$ cat src/rtl/uart_frame_rx.sv
// uart_frame_rx - receive-side decoder for the "&&payload&&" UART string protocol.
//
// Consumes bytes from the uart_rx byte receiver, hunts for the "&&" opening
// delimiter and stores payload bytes in an internal buffer until the closing
// "&&". The result is reported with a one-cycle frame_done or frame_err pulse.
// A command parser then reads the payload through a registered read port.
//
// Optional build feature, selected by the macro UART_FRAME_RX_CHECKSUM_EN:
// the last payload byte is an XOR checksum of the bytes before it. It is
// stripped from frame_len. A mismatch, or an empty payload, aborts the frame
// with err_code 3.
//
// A lone '&' inside the payload is data. Because "&&" always closes the frame,
// an '&' is held back until the following byte shows what it means. It is
// written as data together with that byte. The byte after the '&' lands one
// cycle later through a one-entry pending register.

module uart_frame_rx #(
    parameter int CLK_FREQ   = 50_000_000,
    parameter int TIMEOUT_US = 1000,
    parameter int MAX_LEN    = 64,
    parameter int ADDR_W     = 6
) (
    input  logic              sys_clk,
    input  logic              sys_rst_n,
    input  logic [7:0]        rx_data,
    input  logic              rx_vld,
    input  logic [ADDR_W-1:0] rd_addr,
    output logic [7:0]        rd_data,
    output logic              frame_done,
    output logic [7:0]        frame_len,
    output logic              frame_err,
    output logic [1:0]        err_code,
    output logic              busy
);

    // Last count value of the inter-byte gap timer
    localparam int TIMEOUT_CLK = CLK_FREQ / 1_000_000 * TIMEOUT_US - 1;
    localparam int TMO_W       = (TIMEOUT_CLK > 1) ? $clog2(TIMEOUT_CLK + 1) : 1;
    localparam logic [TMO_W-1:0] TMO_TC = TMO_W'(TIMEOUT_CLK);

    localparam logic [8:0] MAX_LEN_9 = 9'(MAX_LEN);
    localparam int         DEPTH     = 2 ** ADDR_W;
    localparam logic [7:0] AMP       = 8'h26;

    localparam logic [1:0] ERR_TIMEOUT  = 2'd1;
    localparam logic [1:0] ERR_OVERFLOW = 2'd2;
`ifdef UART_FRAME_RX_CHECKSUM_EN
    localparam logic [1:0] ERR_CHECKSUM = 2'd3;
`endif

    typedef enum logic [2:0] {
        S0_HUNT    = 3'd0,
        S1_START   = 3'd1,
        S2_PAYLOAD = 3'd2,
        S3_AMP     = 3'd3,
        S4_DONE    = 3'd4
    } state_t;

    state_t            state_r;
    state_t            state_nx_s;
    logic [7:0]        wr_ptr_r;
    logic [7:0]        wr_ptr_nx_s;
    logic [TMO_W-1:0]  tmo_cnt_r;
    logic              tmo_hit_s;
    logic              in_frame_s;

    logic              pend_vld_r;
    logic [ADDR_W-1:0] pend_idx_r;
    logic [7:0]        pend_byte_r;
    logic              pend_set_s;

    logic              wr_en_s;
    logic [ADDR_W-1:0] wr_idx_s;
    logic [7:0]        wr_byte_s;

    logic              done_set_s;
    logic              err_set_s;
    logic [1:0]        err_code_nx_s;
    logic [7:0]        len_nx_s;

`ifdef UART_FRAME_RX_CHECKSUM_EN
    logic [7:0]        csum_r;
    logic [7:0]        csum_nx_s;
`endif

    // Payload storage. Only indices below MAX_LEN are ever written.
    logic [7:0]        pay_mem_r [0:DEPTH-1];

    assign in_frame_s = (state_r == S1_START) || (state_r == S2_PAYLOAD) || (state_r == S3_AMP);
    assign tmo_hit_s  = (tmo_cnt_r == TMO_TC);

    // Next-state, buffer write and frame result decode
    always_comb begin
        state_nx_s    = state_r;
        wr_ptr_nx_s   = wr_ptr_r;
        wr_en_s       = pend_vld_r;
        wr_idx_s      = pend_idx_r;
        wr_byte_s     = pend_byte_r;
        pend_set_s    = 1'b0;
        done_set_s    = 1'b0;
        err_set_s     = 1'b0;
        err_code_nx_s = 2'd0;
        len_nx_s      = 8'd0;
`ifdef UART_FRAME_RX_CHECKSUM_EN
        csum_nx_s     = csum_r;
`endif
        // The pending write above can never meet a new byte: strobes are at
        // least two cycles apart, so the byte path below may override freely.
        case (state_r)
            S0_HUNT: begin
                if (rx_vld && (rx_data == AMP)) begin
                    state_nx_s = S1_START;
                end else begin
                    state_nx_s = S0_HUNT;
                end
            end
            S1_START: begin
                if (rx_vld) begin
                    if (rx_data == AMP) begin
                        state_nx_s  = S2_PAYLOAD;
                        wr_ptr_nx_s = 8'd0;
`ifdef UART_FRAME_RX_CHECKSUM_EN
                        csum_nx_s   = 8'h00;
`endif
                    end else begin
                        state_nx_s = S0_HUNT;
                    end
                end else if (tmo_hit_s) begin
                    state_nx_s = S0_HUNT;
                end else begin
                    state_nx_s = S1_START;
                end
            end
            S2_PAYLOAD: begin
                if (rx_vld) begin
                    if (rx_data == AMP) begin
                        state_nx_s = S3_AMP;
                    end else if ({1'b0, wr_ptr_r} >= MAX_LEN_9) begin
                        state_nx_s    = S0_HUNT;
                        err_set_s     = 1'b1;
                        err_code_nx_s = ERR_OVERFLOW;
                    end else begin
                        wr_en_s     = 1'b1;
                        wr_idx_s    = wr_ptr_r[ADDR_W-1:0];
                        wr_byte_s   = rx_data;
                        wr_ptr_nx_s = wr_ptr_r + 8'd1;
`ifdef UART_FRAME_RX_CHECKSUM_EN
                        csum_nx_s   = csum_r ^ rx_data;
`endif
                    end
                end else if (tmo_hit_s) begin
                    state_nx_s    = S0_HUNT;
                    err_set_s     = 1'b1;
                    err_code_nx_s = ERR_TIMEOUT;
                end else begin
                    state_nx_s = S2_PAYLOAD;
                end
            end
            S3_AMP: begin
                if (rx_vld) begin
                    if (rx_data == AMP) begin
`ifdef UART_FRAME_RX_CHECKSUM_EN
                        // Folding the checksum byte into the running XOR gives zero
                        if ((wr_ptr_r == 8'd0) || (csum_r != 8'h00)) begin
                            state_nx_s    = S0_HUNT;
                            err_set_s     = 1'b1;
                            err_code_nx_s = ERR_CHECKSUM;
                        end else begin
                            state_nx_s = S4_DONE;
                            done_set_s = 1'b1;
                            len_nx_s   = wr_ptr_r - 8'd1;
                        end
`else
                        state_nx_s = S4_DONE;
                        done_set_s = 1'b1;
                        len_nx_s   = wr_ptr_r;
`endif
                    end else if (({1'b0, wr_ptr_r} + 9'd1) >= MAX_LEN_9) begin
                        state_nx_s    = S0_HUNT;
                        err_set_s     = 1'b1;
                        err_code_nx_s = ERR_OVERFLOW;
                    end else begin
                        wr_en_s     = 1'b1;
                        wr_idx_s    = wr_ptr_r[ADDR_W-1:0];
                        wr_byte_s   = AMP;
                        pend_set_s  = 1'b1;
                        wr_ptr_nx_s = wr_ptr_r + 8'd2;
                        state_nx_s  = S2_PAYLOAD;
`ifdef UART_FRAME_RX_CHECKSUM_EN
                        csum_nx_s   = csum_r ^ AMP ^ rx_data;
`endif
                    end
                end else if (tmo_hit_s) begin
                    state_nx_s    = S0_HUNT;
                    err_set_s     = 1'b1;
                    err_code_nx_s = ERR_TIMEOUT;
                end else begin
                    state_nx_s = S3_AMP;
                end
            end
            S4_DONE: begin
                state_nx_s = S0_HUNT;
            end
            default: begin
                state_nx_s = S0_HUNT;
            end
        endcase
    end

    // FSM state, write pointer and pending '&'+X second byte
    always_ff @(posedge sys_clk or negedge sys_rst_n) begin
        if (!sys_rst_n) begin
            state_r     <= S0_HUNT;
            wr_ptr_r    <= 8'd0;
            pend_vld_r  <= 1'b0;
            pend_idx_r  <= '0;
            pend_byte_r <= 8'h00;
        end else begin
            state_r    <= state_nx_s;
            wr_ptr_r   <= wr_ptr_nx_s;
            pend_vld_r <= pend_set_s;
            if (pend_set_s) begin
                pend_idx_r  <= wr_ptr_r[ADDR_W-1:0] + ADDR_W'(1);
                pend_byte_r <= rx_data;
            end
        end
    end

`ifdef UART_FRAME_RX_CHECKSUM_EN
    // Running XOR of every payload byte written so far
    always_ff @(posedge sys_clk or negedge sys_rst_n) begin
        if (!sys_rst_n) begin
            csum_r <= 8'h00;
        end else begin
            csum_r <= csum_nx_s;
        end
    end
`endif

    // Inter-byte gap timer: runs only while a frame is being assembled
    always_ff @(posedge sys_clk or negedge sys_rst_n) begin
        if (!sys_rst_n) begin
            tmo_cnt_r <= '0;
        end else if (rx_vld || tmo_hit_s || !in_frame_s) begin
            tmo_cnt_r <= '0;
        end else begin
            tmo_cnt_r <= tmo_cnt_r + TMO_W'(1);
        end
    end

    // Payload buffer write port; contents survive reset on purpose
    always_ff @(posedge sys_clk) begin
        if (wr_en_s) begin
            pay_mem_r[wr_idx_s] <= wr_byte_s;
        end
    end

    // Registered read port, free-running regardless of frame state
    always_ff @(posedge sys_clk or negedge sys_rst_n) begin
        if (!sys_rst_n) begin
            rd_data <= 8'h00;
        end else if (int'(rd_addr) < MAX_LEN) begin
            rd_data <= pay_mem_r[rd_addr];
        end else begin
            rd_data <= 8'h00;
        end
    end

    // Result pulses and held frame status
    always_ff @(posedge sys_clk or negedge sys_rst_n) begin
        if (!sys_rst_n) begin
            frame_done <= 1'b0;
            frame_err  <= 1'b0;
            frame_len  <= 8'd0;
            err_code   <= 2'd0;
            busy       <= 1'b0;
        end else begin
            frame_done <= done_set_s;
            frame_err  <= err_set_s;
            busy       <= (state_nx_s != S0_HUNT);
            if (done_set_s) begin
                frame_len <= len_nx_s;
            end
            if (err_set_s) begin
                err_code <= err_code_nx_s;
            end
        end
    end

endmodule

$ cat config.mk
export PLATFORM = sky130hd
export DESIGN_NAME = uart_frame_rx
export DESIGN_NICKNAME = d
export VERILOG_FILES = /design/src/rtl/uart_frame_rx.sv
export SDC_FILE = /design/constraint.sdc
export NUM_CORES = 1
export LEC_CHECK = 0
export ABC_AREA = 1
export CORE_MARGIN = 4
export CORE_UTILIZATION = 25
export CTS_CLUSTER_DIAMETER = 100
export CTS_CLUSTER_SIZE = 16
export DETAILED_ROUTE_END_ITERATION = 12
export PLACE_DENSITY = 0.45
export SLEW_MARGIN = 10
export SYNTH_ARGS = -nofsm -noshare
export SYNTH_HDL_FRONTEND = slang
export SYNTH_SLANG_ARGS = --single-unit
$ cat constraint.sdc
create_clock -name sys_clk -period 13 [get_ports sys_clk]
set_input_delay 2.6 -clock sys_clk [delete_from_list [all_inputs] [get_ports sys_clk]]
set_output_delay 2.6 -clock sys_clk [all_outputs]
set_load 0.02 [all_outputs]
==> metrics.md <==
| Metric | Value |
|---|---|
| Outcome | `finished, final reports clean` |
| Setup ws final | `between 7 and 8 ns` |
| Post-synth top area cell | `edfxtp_1` |
| Top achievable clock speed | `0.171 GHz` |
| Total Nets Final | `1901` |
| Drt first pass iters | `5` |
| Horiz. Die Dim | `~310 um` |
| Sequential-to-total area share from yosys stat | `about 73%` |
| CTS tree | `yes` |
| Synth Net Count | `between 1500 and 2000` |
| GRT Overall Usage | `about an eighth` |
| # DRC | `0` |
| Setup CP Type | `in -> reg` |
| CP startpoint kind | `primary input` |
| Top cells by count, synth | `edfxtp_1, nor2_1, o21ai_0, nand2_1, clkbuf_1` |
| CP max FO | `144` |
| First-pass GRT wire length | `99900 um` |
| Pins Over Slew Limit | `0` |
| Mapped Area | `23400 sq um` |
| Setup violators final | `0` |
| Clock buffer count from CTS | `between 40 and 50` |
| Initial Util | `between 20% and 30%` |
| Share of the synthesized area in the top cell type | `65.8%` |
| CTS sink count | `between 500 and 600` |
| Max Cap Viol | `0` |
| Post-synth EDFFs | `around 510` |
| Count leader, synth | `edfxtp_1` |
| Final TNS setup | `0 ns` |
| Async SR Flop Fraction | `between 10 and 15%` |
| Hold_buf cts | `0` |
| Critical Path End Type | `flip-flop` |
| Multi-input logic area | `roughly 5700 sq um` |
| DR WL/cell | `approximately 21 um` |
| Core box area | `92200 sq um` |
| RSZ-0062 raised after global routing | `false` |
| Fin Clk Skew | `roughly 0.030 ns` |
| H-tree depth | `2` |
| DR iter-0 viols | `1891` |
| Pre-CTS setup slack | `6.60 ns` |
| Static leakage | `0.00932 uW` |
| Design area | `between 20000 and 30000 sq um` |
| Area after DPL | `25000 sq um` |
| Final Non-Filler Cells | `about 3100` |
| DR vias | `15400` |
| Peak supply drop | `slightly below 0.00007 V` |
| Ys Warns | `0` |
| Filler cells | `~9500` |
| CTS resizes | `0` |
| Clock slew at reported path FFs | `roughly 0.070 ns` |
| Post-CTS Setup Bufs | `0` |
| Grt ovf | `0` |
| WP data required | `about 14 ns` |
| Clock buffer depth | `3` |
| I/O Buffers | `37` |
| Synthesis-stage register bit count | `575` |
| Final GP Congestion | `between 0.8 and 0.9` |
| Clk_lat worst skew | `approximately 0.6 ns` |
| DR vias/cell | `a little under 5` |
| Area added between synthesis and finish | `12.1%` |
| Inst Count DP | `just over 3000` |
| Min Hold Slack | `about 0.46 ns` |
| Fraction of layout cells with a size suffix above 1 | `5.14%` |
| Largest net degree at the start of global routing | `145` |
| Post-DP HPWL | `approximately 40000 um` |
| Synth cell types | `37` |
| Final WL | `roughly 67000 um` |
| Antenna violations before repair | `0` |
| Diodes inserted | `0` |
| Top_reg_cell synth | `edfxtp_1` |
| Syn avg cell area | `between 10 and 15 sq um` |
| Root Buffer | `clkbuf_16` |
| Antenna viol nets, final | `0` |
| Hold Path Class | `reg -> reg` |
| Fin crit share | `a little under half` |
| IO Pins | `38` |
| FF+latch area | `between 15000 and 20000 sq um` |
| Slew headroom | `18.3%` |
| Chip Height | `roughly 310 um` |
| Slew @ Worst Pin | `between 1 and 1.5 ns` |
| Synth area leaders | `edfxtp_1, dfrtp_1, o21ai_0` |
| Pwr dens | `~130 nW/um^2` |
| Number of hold violations in the final report | `0` |
| Number of global-route vias before repair | `15300` |
| Cells after Synth | `between 1500 and 2000` |
| Die Area | `98400 sq um` |
| WP data arrival | `between 6 and 7 ns` |
| Post-layout min period | `roughly 6 ns` |
| Std cell rows | `approximately 110` |
## metrics by stage
step                power [uW]  util [%]
finish                    3430      28.4
global route              3560      28.4
CTS                       3460      28.4
detailed placement        2240      27.1
global placement          2240      27.1
floorplan                 2160         -
## path summary, 6_finish.rpt
path	from	end	slack, ns	cells after the start
worst max register to register	wr_ptr_r[1]	pay_mem_r[63][3]	8.84	10
max in group asynchronous	sys_rst_n	tmo_cnt_r[3]	10.28	1
worst max-delay path	rd_addr[0]	rd_data[1]	7.14	10
worst min-delay path	tmo_cnt_r[0]	tmo_cnt_r[0]	0.46	1
worst min register to register	tmo_cnt_r[0]	tmo_cnt_r[0]	0.46	1
min in group asynchronous	sys_rst_n	frame_len[6]	2.14	1
## cell families after synthesis
logic type                 share of synthesized area, %
and+or+nand+nor                                    10.8
DFF                                                72.6
adders and majority gates                         0.214
xor gates and xnor gates                          0.187
buffers and inverters                              3.11
AOI/OAI and AO/OA                                  13.2
## routing by layer
| layer | vias up | part of all wire [%] | GRT usage (%) |
|---|---|---|---|
| met5 | - | 0 | 0 |
| met4 | 0 | 2.7 | 3.90 |
| met3 | 118 | 6.0 | 1.75 |
| met1 | 7723 | 46 | 19.1 |
| met2 | 669 | 46 | 21.1 |
| li1 | 6936 | - | - |
## sequential cells by signal (all words and copies together), names as in the netlist, 2 cells and up
name         count
err_code         2
frame_len        8
pay_mem_r      512
pend_byte_r      8
pend_idx_r       6
rd_data          8
state_r          3
tmo_cnt_r       16
wr_ptr_r         8
## cell usage in the layout (no fill, tap or decap), drive strengths merged, types with 2 or more instances in the layout
cell type	synthesis	layout
o22ai	81	81
o211ai	68	68
o32ai	2	2
clkinv	2	3
nand3	83	83
o221ai	48	48
o21ai	292	292
edfxtp	512	512
dfrtp	63	63
o31ai	3	3
ha	4	4
nor4	3	3
a21oi	18	18
clkdlybuf4s50	0	33
buf	17	20
nor2	383	383
o21a	3	3
clkbuf	100	67
xor2	4	4
nor3	12	12
nand2	126	126
inv	70	70
## power by group
part           switching [uW]  internal, uW  total [uW]  leakage, uW
registers                11.8          1990        2000      0.00650
clock network             619           614        1230     0.000563
logic                     136          57.9         194      0.00226
total                     768          2660        3430      0.00932
## worst max-delay path, stage by stage
cell and delay, ns:
buf_6 0.33, inv_6 0.53, buf_4 0.67, buf_4 0.86, o21ai_0 0.20, o221ai_1 0.31
o211ai_1 0.16, nand3_1 0.21, nand3_1 0.17, nand2_1 0.11
## area by class of cell
| class | count | area share [%] |
|---|---|---|
| sequential | 575 | 64.7 |
| multi-input combinational | 1137 | 22.0 |
| tap | 1243 | 5.94 |
| clock buffer | 67 | 4.45 |
| timing repair buffer | 53 | 1.85 |
| inverter | 72 | 1.06 |
| clock inverter | 1 | 0.0334 |
Power figures use the tool's default switching activity.
